===== config.mk =====
export PLATFORM = sky130hd
export DESIGN_NAME = vga_scan_timer
export DESIGN_NICKNAME = d
export VERILOG_FILES = /design/src/rtl/vga_scan_timer.sv
export SDC_FILE = /design/constraint.sdc
export NUM_CORES = 1
export LEC_CHECK = 0
export ABC_CLOCK_PERIOD_IN_PS = 2210
export CAP_MARGIN = 20
export CORE_UTILIZATION = 56
export DETAILED_ROUTE_END_ITERATION = 10
export DONT_BUFFER_PORTS = 1
export PLACE_DENSITY = 0.74
export SETUP_SLACK_MARGIN = 0.5
export SLEW_MARGIN = 20
export SYNTH_ARGS = -nofsm -noshare
export SYNTH_HDL_FRONTEND = slang
export SYNTH_SLANG_ARGS = --single-unit
export TNS_END_PERCENT = 10

===== constraint.sdc =====
create_clock -name clk -period 2.21 [get_ports clk]
set_input_delay 0.442 -clock clk [delete_from_list [all_inputs] [get_ports clk]]
set_output_delay 0.442 -clock clk [all_outputs]
set_load 0.03 [all_outputs]

===== src/rtl/vga_scan_timer.sv =====
// VGA raster timer: pixel-rate enable, scan counters, syncs and frame tick.
// Default geometry is 640x480 @ 60 Hz from a 50 MHz clock.
module vga_scan_timer #(
  parameter int unsigned H_VISIBLE = 640,
  parameter int unsigned H_FP      = 16,
  parameter int unsigned H_SYNC    = 96,
  parameter int unsigned H_BP      = 48,
  parameter int unsigned V_VISIBLE = 480,
  parameter int unsigned V_FP      = 10,
  parameter int unsigned V_SYNC    = 2,
  parameter int unsigned V_BP      = 33
) (
  input  logic       clk,
  input  logic       rst,
  output logic       pix_en,
  output logic       vga_clk,
  output logic [9:0] hs,
  output logic [9:0] vs,
  output logic       hsync_n,
  output logic       vsync_n,
  output logic       video_on,
  output logic       frame_tick
);

  localparam int unsigned H_TOTAL =
    H_VISIBLE + H_FP + H_SYNC + H_BP;
  localparam int unsigned V_TOTAL =
    V_VISIBLE + V_FP + V_SYNC + V_BP;

  localparam logic [9:0] H_LAST  = 10'(H_TOTAL - 1);
  localparam logic [9:0] V_LAST  = 10'(V_TOTAL - 1);
  localparam logic [9:0] H_VIS   = 10'(H_VISIBLE);
  localparam logic [9:0] V_VIS   = 10'(V_VISIBLE);
  localparam logic [9:0] HS_ON   = 10'(H_VISIBLE + H_FP);
  localparam logic [9:0] HS_OFF  = 10'(H_VISIBLE + H_FP + H_SYNC);
  localparam logic [9:0] VS_ON   = 10'(V_VISIBLE + V_FP);
  localparam logic [9:0] VS_OFF  = 10'(V_VISIBLE + V_FP + V_SYNC);

  logic       div_q;
  logic [9:0] hs_q, hs_d;
  logic [9:0] vs_q, vs_d;
  logic       hsync_n_q, hsync_n_d;
  logic       vsync_n_q, vsync_n_d;
  logic       video_on_q, video_on_d;

  always_comb begin
    hs_d = hs_q;
    vs_d = vs_q;
    if (div_q) begin
      if (hs_q == H_LAST) begin
        hs_d = '0;
        if (vs_q == V_LAST) begin
          vs_d = '0;
        end else begin
          vs_d = vs_q + 10'd1;
        end
      end else begin
        hs_d = hs_q + 10'd1;
      end
    end
  end

  // Decode the next counter values so syncs line up with hs/vs.
  always_comb begin
    hsync_n_d  = !((hs_d >= HS_ON) && (hs_d < HS_OFF));
    vsync_n_d  = !((vs_d >= VS_ON) && (vs_d < VS_OFF));
    video_on_d = (hs_d < H_VIS) && (vs_d < V_VIS);
  end

  always_ff @(posedge clk) begin
    if (rst) begin
      div_q      <= 1'b0;
      hs_q       <= '0;
      vs_q       <= '0;
      hsync_n_q  <= 1'b1;
      vsync_n_q  <= 1'b1;
      video_on_q <= 1'b1;
    end else begin
      div_q      <= ~div_q;
      hs_q       <= hs_d;
      vs_q       <= vs_d;
      hsync_n_q  <= hsync_n_d;
      vsync_n_q  <= vsync_n_d;
      video_on_q <= video_on_d;
    end
  end

  assign pix_en     = div_q;
  assign vga_clk    = div_q;
  assign hs         = hs_q;
  assign vs         = vs_q;
  assign hsync_n    = hsync_n_q;
  assign vsync_n    = vsync_n_q;
  assign video_on   = video_on_q;
  assign frame_tick = div_q && (hs_q == H_LAST)
                      && (vs_q == V_LAST);

endmodule


==> impl_metrics.toml, run 1 <==
[hold_path]
worstHoldPathType = "primary input to flip-flop"
min_delay_path_depth = 1

[detailed_routing]
wire_per_inst_microns = 16.3
drtIter0Drc = 52
viasPerCell = 6.20
ant_nets = 0
routed_wirelength_microns = 3810
drtPass1Iterations = 4
drc_errors = 0
dr_total_vias = 1450

[floorplanning]
rows = 17
die_y_microns = 52.0
num_io_pins = 28
core_area_sq_um = 2280
start_util = 0.615
die_area_sq_um = 2700
fp.dieW_microns = 52.0

[critical_path]
cp.required_ns = 2.41
worstSetupPathDepth = 7
worst_path_most_repeated_cell = "and4_4"
critPathArrivalTime_ns = 2.52
path_cells = "ha_4, and4_4, and4_4, nand4_2, xor2_1, or4_1, or4b_1"
cp_slowest_cell = "or4_1"
cp-end-kind = "flip-flop"
critPathTopFamily = "simple AND/OR/NAND/NOR gates"
critical_path_buf_inv_count = 0
criticalPathCategory = "flip-flop to flip-flop"
cpPeakStageDelay_ns = 0.49
crit_fanout = 4
reg2reg_depth = 7
crit_path_start_kind = "flip-flop"

[yosys]
synth-edff-count = 0
ys_warn_count = 0
synth.largest_area_cell = "dfxtp_1"
seq_area_frac_synth = 0.343
syn_avg_cell_area_sq_um = 7.95
synth_area_leaders = "dfxtp_1, xnor2_1, nor2_1"
async_reset_ff_frac = 0
synth_seq_cells = 24
ys_types = 44
synthesis.nets = 181
synth_top_flop_cell = "dfxtp_1"
synth_top_area_share = 0.343
postSynthCellCount = 176
synth_area_sq_um = 1400

[global_routing]
grt_max_degree = 21
grt_antenna_before_repair = 0
grt_first_pass_wirelength_microns = 5910
grt_usage = 0.295
grt-ovfl-total = 0
grt_pass1_vias = 1382

[placed_design]
gp_congestion = 0.967
place_area_sq_um = 1700
dpl.hpwl_microns = 2700
port_buffers = 0

[power_and_ir_drop]
p_switching_w = 0.000159
cellPowerDensity_nw_per_um2 = 374
power.share.clock = 0.300
seqPwrFrac = 0.648
p_comb_frac = 0.052
ir_worst_vdd_uv = 360
power.leakage_nw = 0.668
internal_power_w = 0.000516
switching_share = 0.236

[cells_and_area]
n_fill_cell = 154
final_cell_mix = "buf_4, nor2_1, nand2_1"
multi_input_area_sq_um = 901
antenna_cells = 0
syn_to_final_growth_pct = 29.2
design_area_sq_um = 1810
layout-drive-gt1-share = 0.359
seq_area_sq_um = 507
final_common_cell = "buf_4"
final_nets = 212

[timing]
min_period_ns = 2.32
setup_viol = 2
worst_pin_slew_ns = 0.309
finalWorstSetupSlack_ns = -0.115
post-route-period-util = 1.05
max_freq_mhz = 430
drv_slew = 0
slew_headroom = 0.794
fin_skew_ns = 0.00903
hold_viol = 0
setup_tns_ns = -0.130
rsz0062_at_grt = "yes"

[clock_tree]
cts.sinks = 24
path_clk_slew_ns = 0.14
ctsHoldBuffers = 0
post_cts_buffers = 0
cts_made_buffers = 3
root_buffer = "clkbuf_4"
cts_tree = "built"
cts_buffer_depth = 2
h-tree-depth = 1
clkLatencyLatePin_ns = 0.31

[status]
violations = "negative setup slack"
status = "finished with violations"

[job]
cap_violations = 0
==> cell type report <==
class / count / area share
multi-input cells: 132 / 0.499
flip-flops and latches: 24 / 0.280
repair buffers: 41 / 0.177
well taps: 28 / 0.0194
clock buffers: 4 / 0.0145
inverters: 5 / 0.0104
==> timing repair <==
item | 4_1_cts | 5_1_grt
endpoints found under the setup margin | 9 | 12
pin swaps | 1 | 4
resized for setup | 6 | 16
==> worst paths after layout <==
path	start	end	slack, ns
worst max-delay path	hs[1]	vsync_n	-0.11
worst min-delay path	rst	pix_en	0.17
worst max register to register	hs[1]	vsync_n	-0.11
worst min register to register	vs[1]	vs[1]	0.64
==> routing by layer <==
metal,wire [microns],global-route usage,up-vias
met2,1940,0.513,55
met1,1610,0.364,700
li1,-,-,685
met5,0,0,-
met4,85,0.0991,0
met3,165,0.0468,10
==> synth_stat cells (5+ instances only) <==
cell type,n
xnor2_1,9
clkbuf_1,8
nand2_1,17
o21ai_0,7
nor3_1,8
inv_1,5
dfxtp_1,24
nand4_1,8
a21oi_1,8
nor2_1,20
nand3_1,11
xor2_1,5
==> stage by stage <==
stage                     total power (W)  hold WS, ns  cells   util  setup slack [ns]
final                            0.000676        0.174    234  0.794            -0.115
after global routing             0.000700        0.151    234  0.794            -0.204
after CTS                        0.000677        0.166    234  0.768            -0.113
after detailed placement         0.000480        0.510    230  0.748            -0.135
after global placement           0.000478        0.504    230  0.748           -0.0893
after floorplan                  0.000478        0.518    176      -            -0.218
==> worst reg2reg max path, cell delays in order, from the launching register on <==
cell and delay [ns]:
dfxtp_4 0.39, ha_4 0.13, and4_4 0.21, and4_4 0.25, nand4_2 0.10, xor2_1 0.16, or4_1 0.49, or4b_1 0.48
==> logic make-up (layout without fill, tap and decap cells) <==
group,count (synthesis),in the layout,share of synthesized area
xor gates and xnor gates,14,14,0.0877
AOI/OAI and AO/OA,27,27,0.121
and+or+nand+nor,86,86,0.338
DFF,24,24,0.343
buffers and inverters,20,50,0.0680
muxes,2,2,0.0152
adders and majority gates,3,3,0.0268
==> power by group through the flow <==
stage	clock, W	sequential [W]	combinational (W)
3_3_place_gp	0	0.000447	0.0000316
3_5_place_dp	0	0.000447	0.0000330
5_1_grt	0.000225	0.000439	0.0000363
4_1_cts	0.000205	0.000438	0.0000338
6_report	0.000203	0.000438	0.0000350
2_1_floorplan	0	0.000457	0.0000210
==> flip-flops by register name, summed over array words and instances, names as in the netlist <==
register  flops
hs           10
vs           10
vsync_n       1
hsync_n       1
pix_en        1
video_on      1
No activity file was read; power rests on OpenSTA's default activity.
==> run 2: changes to the inputs <==
--- a/config.mk
+++ b/config.mk
@@ -7,10 +7,9 @@
 export LEC_CHECK = 0
 export ABC_CLOCK_PERIOD_IN_PS = 2210
 export CAP_MARGIN = 20
-export CORE_UTILIZATION = 56
+export CORE_UTILIZATION = 25
 export DETAILED_ROUTE_END_ITERATION = 10
 export DONT_BUFFER_PORTS = 1
-export PLACE_DENSITY = 0.74
 export SETUP_SLACK_MARGIN = 0.5
 export SLEW_MARGIN = 20
 export SYNTH_ARGS = -nofsm -noshare
==> impl_metrics.toml, run 2 (same netlist as run 1, synthesis figures left out) <==
[cells_and_area]
final_common_cell = "buf_4"
design_area_sq_um = 1880
layout-drive-gt1-share = 0.350
final_nets = 212
final_cell_mix = "buf_4, nor2_1, nand2_1"
fin_util = 0.359
syn_to_final_growth_pct = 34.5
antenna_cells = 0

[critical_path]
critPathArrivalTime_ns = 2.45
cp.required_ns = 2.35
criticalPathCategory = "flip-flop to flip-flop"
crit_fanout = 4
cp-end-kind = "flip-flop"
crit_path_start_kind = "flip-flop"

[timing]
finalWorstSetupSlack_ns = -0.0956
hold_viol = 0
max_freq_mhz = 434
fin_skew_ns = 0.00740
fin_hold_ws_ns = 0.233
rsz0062_at_grt = "yes"
post-route-period-util = 1.04
worst_pin_slew_ns = 0.308
slew_headroom = 0.794
drv_slew = 0
min_period_ns = 2.31
setup_viol = 1

[power_and_ir_drop]
power.leakage_nw = 0.678
p_comb_frac = 0.047
ir_worst_vdd_uv = 254
p_switching_w = 0.000166
power.share.clock = 0.363
seqPwrFrac = 0.590
switching_share = 0.224
internal_power_w = 0.000575
cellPowerDensity_nw_per_um2 = 394

[detailed_routing]
drtPass1Iterations = 4
drtIter0Drc = 127
ant_nets = 0
routed_wirelength_microns = 3920
viasPerCell = 4.94
drc_errors = 0
wire_per_inst_microns = 14.2
dr_total_vias = 1363

[clock_tree]
cts.sinks = 24
cts_tree = "built"
h-tree-depth = 1
cts_made_buffers = 3
cts_buffer_depth = 2
root_buffer = "clkbuf_8"
path_clk_slew_ns = 0.09
clkLatencyLatePin_ns = 0.27

[global_routing]
grt_usage = 0.131
grt-ovfl-total = 0
grt_max_degree = 21
grt_antenna_before_repair = 0
grt_first_pass_wirelength_microns = 6160
grt_pass1_vias = 1201

[job]
cap_violations = 0

[floorplanning]
rows = 26
fp.dieW_microns = 76.8
start_util = 0.267
num_io_pins = 28
die_y_microns = 76.8
die_area_sq_um = 5900
core_area_sq_um = 5240

[status]
status = "finished with violations"
violations = "negative setup slack"

[placed_design]
place_area_sq_um = 1750
pre_cts_slack_ns = -0.147
dpl.hpwl_microns = 2800
port_buffers = 0
gp_congestion = 0.867

[hold_path]
worstHoldPathType = "primary input to flip-flop"
## run 2: changes by cell type in the layout (fill, tap and decap cells not counted), moves of 2 or more
cell	before	now
buf_6	3	1
clkbuf_8	0	3
clkbuf_4	3	0
dfxtp_1	11	14
dfxtp_2	9	6
## run 2: area by class of cell
class,instances,area (sq um)
clock buffer,4,45.0
fill,535,3360
inverter,5,18.8
multi-input combinational,132,903
sequential,24,503
tap,70,87.6
timing repair buffer,41,324
## run 2: power by group through the flow
stage / logic (W) / registers, W / clock network [W]
floorplan: 0.0000210 / 0.000457 / 0
global placement: 0.0000322 / 0.000447 / 0
detailed placement: 0.0000327 / 0.000447 / 0
CTS: 0.0000341 / 0.000437 / 0.000286
global route: 0.0000375 / 0.000438 / 0.000301
finish: 0.0000346 / 0.000437 / 0.000269
## run 2: routing by layer
layer | vias up | global-route usage | wire, microns
li1 | 687 | - | -
met1 | 629 | 0.163 | 1800
met2 | 43 | 0.213 | 1870
met3 | 4 | 0.0405 | 212
met4 | 0 | 0.0442 | 40
met5 | - | 0 | 0
## run 2: repair_timing
item / in CTS / in global routing
endpoints found under the setup margin: 12 / 13
setup buffers: 0 / 1
pin swaps: 7 / 5
hold buffers: 0 / 0
resized for setup: 11 / 11
## run 2: worst paths after layout
path	slack, ns	cells past startpoint	to	from
worst max-delay path	-0.1	7	vsync_n	hs[1]
worst min-delay path	0.23	1	pix_en	rst
worst max register to register	-0.1	7	vsync_n	hs[1]
worst min register to register	0.65	3	vs[1]	vs[1]
## run 2: through the flow
step                total power, W  std cells  TNS (ns)
detailed placement        0.000480        271    -0.147
CTS                       0.000757        275    -0.104
finish                    0.000741        276   -0.0956
global route              0.000776        276    -0.225
floorplan                 0.000478        176    -0.218
global placement          0.000479        271   -0.0813
## run 2: critical path, stage by stage, from the launching register on
cell	delay, ns
dfxtp_4	0.37
ha_4	0.12
and4_4	0.20
and4_4	0.24
nand4_2	0.11
xor2_1	0.17
or4_4	0.49
or4b_4	0.48
==> run 3: changes to the inputs <==
--- a/config.mk
+++ b/config.mk
@@ -6,7 +6,6 @@
 export NUM_CORES = 1
 export LEC_CHECK = 0
 export ABC_CLOCK_PERIOD_IN_PS = 2210
-export CAP_MARGIN = 20
 export CORE_UTILIZATION = 25
 export DETAILED_ROUTE_END_ITERATION = 10
 export DONT_BUFFER_PORTS = 1
==> results of run 3 <==
Same layout as run 2: the final DEF is identical, and so are final timing and power.
